--- config.mk ---
export PLATFORM = sky130hd
export DESIGN_NAME = encoder_frontend
export DESIGN_NICKNAME = d
export VERILOG_FILES = /design/src/rtl/encoder_frontend.sv
export SDC_FILE = /design/constraint.sdc
export NUM_CORES = 1
export LEC_CHECK = 0
export CAP_MARGIN = 30
export CORE_ASPECT_RATIO = 0.5
export CORE_MARGIN = 2
export CORE_UTILIZATION = 50
export CTS_CLUSTER_DIAMETER = 100
export CTS_CLUSTER_SIZE = 28
export DETAILED_ROUTE_END_ITERATION = 8
export GPL_TIMING_DRIVEN = 0
export PLACE_DENSITY = 0.77
export SYNTH_ARGS = -nofsm -noshare
export SYNTH_HDL_FRONTEND = slang
export SYNTH_SLANG_ARGS = --single-unit
--- constraint.sdc ---
create_clock -name clk_nano -period 3.4 [get_ports clk_nano]
set_input_delay 0.68 -clock clk_nano [delete_from_list [all_inputs] [get_ports clk_nano]]
set_output_delay 0.68 -clock clk_nano [all_outputs]
set_load 0.01 [all_outputs]
--- src/rtl/encoder_frontend.sv ---
// Quadrature encoder front end: synchronizes and glitch-filters channels A/B,
// then decodes Gray-code transitions into a signed position with error tracking.
module encoder_frontend #(
  parameter int FILT = 4
) (
  input  logic        clk_nano,
  input  logic        reset,
  input  logic        A,
  input  logic        B,
  output logic        a_clean,
  output logic        b_clean,
  output logic        step,
  output logic        dir,
  output logic [31:0] position,
  output logic        err,
  output logic [7:0]  err_cnt
);

  localparam logic [3:0] FILT_CNT = 4'(FILT);

  typedef enum logic {INIT, RUN} state_t;

  state_t     state;
  logic [1:0] init_cnt;
  logic [1:0] raw;
  logic [1:0] synced;
  logic [1:0] clean;
  logic [1:0] prev;

  assign raw     = {A, B};
  assign a_clean = clean[1];
  assign b_clean = clean[0];

  genvar gi;
  generate
    for (gi = 0; gi < 2; gi++) begin : g_chan
      logic       sync1_reg;
      logic       sync2_reg;
      logic       clean_reg;
      logic [3:0] cnt_reg;

      // Once the opposite level has been held for FILT cycles it is committed,
      // even if the synced input has just moved again.
      always_ff @(posedge clk_nano) begin
        if (reset) begin
          sync1_reg <= 1'b0;
          sync2_reg <= 1'b0;
          clean_reg <= 1'b0;
          cnt_reg   <= 4'd0;
        end else begin
          sync1_reg <= raw[gi];
          sync2_reg <= sync1_reg;
          if (state == INIT) begin
            clean_reg <= sync2_reg;
            cnt_reg   <= 4'd0;
          end else if (cnt_reg == FILT_CNT) begin
            clean_reg <= ~clean_reg;
            cnt_reg   <= 4'd0;
          end else if (sync2_reg != clean_reg) begin
            cnt_reg <= cnt_reg + 4'd1;
          end else begin
            cnt_reg <= 4'd0;
          end
        end
      end

      assign synced[gi] = sync2_reg;
      assign clean[gi]  = clean_reg;
    end
  endgenerate

  always_ff @(posedge clk_nano) begin
    if (reset) begin
      state    <= INIT;
      init_cnt <= 2'd0;
      prev     <= 2'b00;
      step     <= 1'b0;
      dir      <= 1'b0;
      err      <= 1'b0;
      err_cnt  <= 8'd0;
      position <= 32'd0;
    end else begin
      step <= 1'b0;
      err  <= 1'b0;
      case (state)
        INIT: begin
          // Seed the decoder with the same level the filters are loading.
          prev <= synced;
          if (init_cnt == 2'd2) begin
            state    <= RUN;
            init_cnt <= 2'd0;
          end else begin
            init_cnt <= init_cnt + 2'd1;
          end
        end
        RUN: begin
          prev <= clean;
          case ({prev, clean})
            4'b00_10, 4'b10_11, 4'b11_01, 4'b01_00: begin
              step     <= 1'b1;
              dir      <= 1'b1;
              position <= position + 32'd1;
            end
            4'b00_01, 4'b01_11, 4'b11_10, 4'b10_00: begin
              step     <= 1'b1;
              dir      <= 1'b0;
              position <= position - 32'd1;
            end
            4'b00_11, 4'b11_00, 4'b01_10, 4'b10_01: begin
              err <= 1'b1;
              if (err_cnt != 8'hFF) begin
                err_cnt <= err_cnt + 8'd1;
              end
            end
            default: ;
          endcase
        end
        default: state <= INIT;
      endcase
    end
  end

endmodule

==> summary.md <==
| Metric | Value |
|---|---|
| Clock Latency Late Sink | 330 ps |
| Crit path kind | reg -> reg |
| Via count | about 4,100 |
| CP startpoint kind | flop |
| Hold-fix buffers, CTS | 0 |
| Main synth FF type | dfxtp_1 |
| FFs w/ async S/R, synth | 0% |
| Leakage | 2.104 nW |
| Total gr overflow | 0 |
| Final setup viols | 0 |
| Clock Path Buffers | 2 |
| Slew at the pin closest to its max-slew limit | about 590 ps |
| Max-slew headroom | 60.84% |
| Antenna fix cells | 0 |
| Final WL | about 11,000 um |
| Critical path's largest stage delay | 510 ps |
| Fmax | ~300 MHz |
| Critical Path End Type | flop |
| Core area | between 7000 and 8000 um^2 |
| Initial antenna violation count | 0 |
| Dpl cell area | 4721 um^2 |
| Flops & latches, synth | 62 |
| Die footprint | between 8000 and 9000 um^2 |
| Cts bufs inserted | 9 |
| DR DRC count | 0 |
| Family with the most delay on the worst path | simple AND/OR/NAND/NOR gates |
| Arrival @ worst endpoint | ~3500 ps |
| Initial Utilization | 51.42% |
| Main area contributors after synthesis | dfxtp_1 (30%), ha_1 (11%), a21oi_1 (6.6%), nand2_1 (5.5%), nor2_1 (5.0%) |
| Avg WL per Cell | around 15 um |
| FP Rows | 23 |
| Pre-antenna DRT Iters | 5 |
| Max reg flops | 32 |
| Tcrit/Tclk final | a little over nine tenths |
| Post-synth EDFFs | 0 |
| Final Hold Vio Count | 0 |
| Simple-Gate Fraction of Synth Area | a little over a fifth |
| Cells after Synth | 523 |
| Buf/Inv on CP | 2 |
| Layout Skew | roughly 6.2 ps |
| I/O pins | ~50 |
| GPL Wtd Cong | around 1 |
| Cell Area, Synth | 4099 um^2 |
| Int Power | approximately 1.5 mW |
| Largest net degree at the start of global routing | 17 |
| Most common cell after layout, fill and taps aside | dfxtp_1 |
| Sw Pwr | between 0.5 and 0.6 mW |
| Die Y | 68.03 um |
| Number of global-route vias before repair | between 3,000 and 4,000 |
| Status | completed |
| Global-route usage over all layers | ~24% |
| Leading area contributor after synthesis | dfxtp_1 |
| Post-synthesis mux area share | between 2 and 2.5% |
| Compound-Gate Fraction of Synth Area | between 20 and 25% |
| Post-Synth Adder-Cell Area | around 11% |
| Clock Sinks | 62 |
| Max-Cap Viols | 0 |
| Maximum VDD drop | between 0.0002 and 0.0003 V |
| Die width | around 130 um |
| Main combinational cell family by area after synthesis | compound AO/OA/AOI/OAI gates |
| Avg Vias per Cell | ~5.8 |
| Critical Path Most Common Cell | a21oi_2 |
| Synth top area share | a little under a third |
| Root Driver | clkbuf_16 |
| Layout cells sized above 1 | ~8.0% |
| Ys Warns | 0 |
| First DRT Iteration DRCs | approximately 370 |
| Final ANT Viol Nets | 0 |
| Synth Area in XOR/XNOR | around 7.7% |
| Filler Cells Inserted | roughly 700 |
| Sequential Power Share | between 30 and 40% |
| Net Count, Synth | between 500 and 600 |
| CP max stage cell | or4_1 |
| Crit-path max FO | 5 |
| IO Port Bufs | 48 |
| Synthesis-to-layout area growth | 24.57% |
| PD cells | a little over 400 nW/um^2 |
| Part of the power in the clock network | 49.5% |
| First-pass GRT wire length | 17,030 um |
| Cell breakdown of the critical path | buf_2 -> xor2_2 -> and2_4 -> inv_1 -> fa_1 -> nand2b_1 -> a21oi_2 -> o21ai_1 -> a21oi_2 -> nand3_1 -> nor4b_1 -> or4_1 |
| Avg Cell Area, Syn | 7.837 um^2 |
| Register area share after synthesis | around 30% |
| Crit path time final | between 3000 and 4000 ps |
| Library cells used by synthesis | 59 |
| Hpwl dp | between 7000 and 8000 um |
| Fin. max-slew vios | 0 |
| Comb power frac | around 14% |
| Layout Nets | about 630 |
| Fin area | slightly above 5000 um^2 |
| Most frequent cells in the layout | dfxtp_1 (62), nand2_1 (60), nor2_1 (55) |
| Clk slew on worst S/H paths | 60 ps |
| Worst path required time | roughly 3600 ps |
| TritonCTS clock tree | yes |
| H-tree level count | 3 |
| Hold Path Class | reg -> reg |
| Switching share of total power | around 27% |
| Worst hold margin | 438.3 ps |
[worst paths after layout]
kind | start | endpoint | slack [ps] | cells after the start
hold / removal | g_chan[0].sync1_reg | g_chan[0].sync2_reg | 440 | 1
setup / recovery | b_clean | position[24] | 110 | 12
setup reg to reg | b_clean | position[24] | 110 | 12
hold reg to reg | g_chan[0].sync1_reg | g_chan[0].sync2_reg | 440 | 1
[through the flow]
step	std cells	worst slack [ps]	total power [mW]	setup TNS, ps	utilization (%)
3_5_place_dp	683	-288.9	1.032	-938.1	59.22
2_1_floorplan	523	245.6	0.9603	0	-
4_1_cts	702	91.51	2.074	0	63.79
6_report	702	108.9	2.062	0	64.06
3_3_place_gp	683	-208.7	1.024	-397.3	59.22
5_1_grt	702	-17.65	2.138	-18.18	64.06
[synth_stat cells (5+ instances only)]
| cell type | number |
|---|---|
| nand3b_1 | 6 |
| o21ai_1 | 7 |
| a21oi_1 | 54 |
| mux2i_1 | 6 |
| nor2_1 | 55 |
| nand4_1 | 6 |
| a31oi_1 | 5 |
| o21bai_1 | 7 |
| xnor2_1 | 16 |
| inv_1 | 20 |
| nor2b_1 | 6 |
| a21o_1 | 12 |
| or3_1 | 6 |
| nor3_1 | 10 |
| buf_1 | 5 |
| ha_1 | 35 |
| and3_1 | 7 |
| o21a_1 | 5 |
| buf_2 | 12 |
| nand2_1 | 60 |
| xor2_1 | 20 |
| nand3_1 | 18 |
| a211oi_1 | 6 |
| o21ai_0 | 24 |
| dfxtp_1 | 62 |
[routing by layer]
metal,GRT usage [%],vias to the layer above,wire length (um)
met5,0,-,0
met4,8.016,0,158
met1,30.74,1894,5057
met3,7.037,15,732
met2,40.49,150,4900
li1,-,1994,-
[worst register-to-register path, cell delays in order (launching register included)]
cell      delay (ps)
dfxtp_1          330
buf_2            190
xor2_2           220
and2_4           220
inv_1             70
fa_1             390
nand2b_1         210
a21oi_2          270
o21ai_1          140
a21oi_2          290
nand3_1          160
nor4b_1          170
or4_1            510
[power by group through the flow]
| stage | combinational [mW] | sequential, mW | clock (mW) |
|---|---|---|---|
| global placement | 0.253 | 0.771 | 0 |
| finish | 0.286 | 0.756 | 1.02 |
| detailed placement | 0.261 | 0.771 | 0 |
| CTS | 0.277 | 0.755 | 1.04 |
| global route | 0.311 | 0.758 | 1.07 |
| floorplan | 0.188 | 0.772 | 0 |
[area by class of cell]
type                    count  area [um^2]  share of cell area [%]
well taps                 112        140.1                   2.744
inverters                  21        78.83                   1.544
clock inverters             7        102.6                   2.009
repair buffers             50        508.0                   9.949
plain buffers              22        98.84                   1.936
clock buffers               9        225.2                   4.411
multi-input cells         419         2711                   53.10
flip-flops and latches     62         1241                   24.31
[kinds of logic after synthesis]
| group | after synthesis |
|---|---|
| flip-flops | 62 |
| multiplexers | 8 |
| AO/OA/AOI/OAI | 149 |
| adder cells (fa/ha/maj) | 36 |
| XOR/XNOR | 36 |
| buffers and inverters | 43 |
| AND/OR/NAND/NOR | 189 |
[timing repair]
| item | 4_1_cts | 5_1_grt |
|---|---|---|
| resized for setup | 1 | 3 |
| setup endpoints to repair | 9 | 6 |
| setup buffers | 2 | 0 |
| endpoints found under the hold margin | 0 | 0 |
| cloned | 1 | 0 |
No activity file was read; power rests on OpenSTA's default activity.
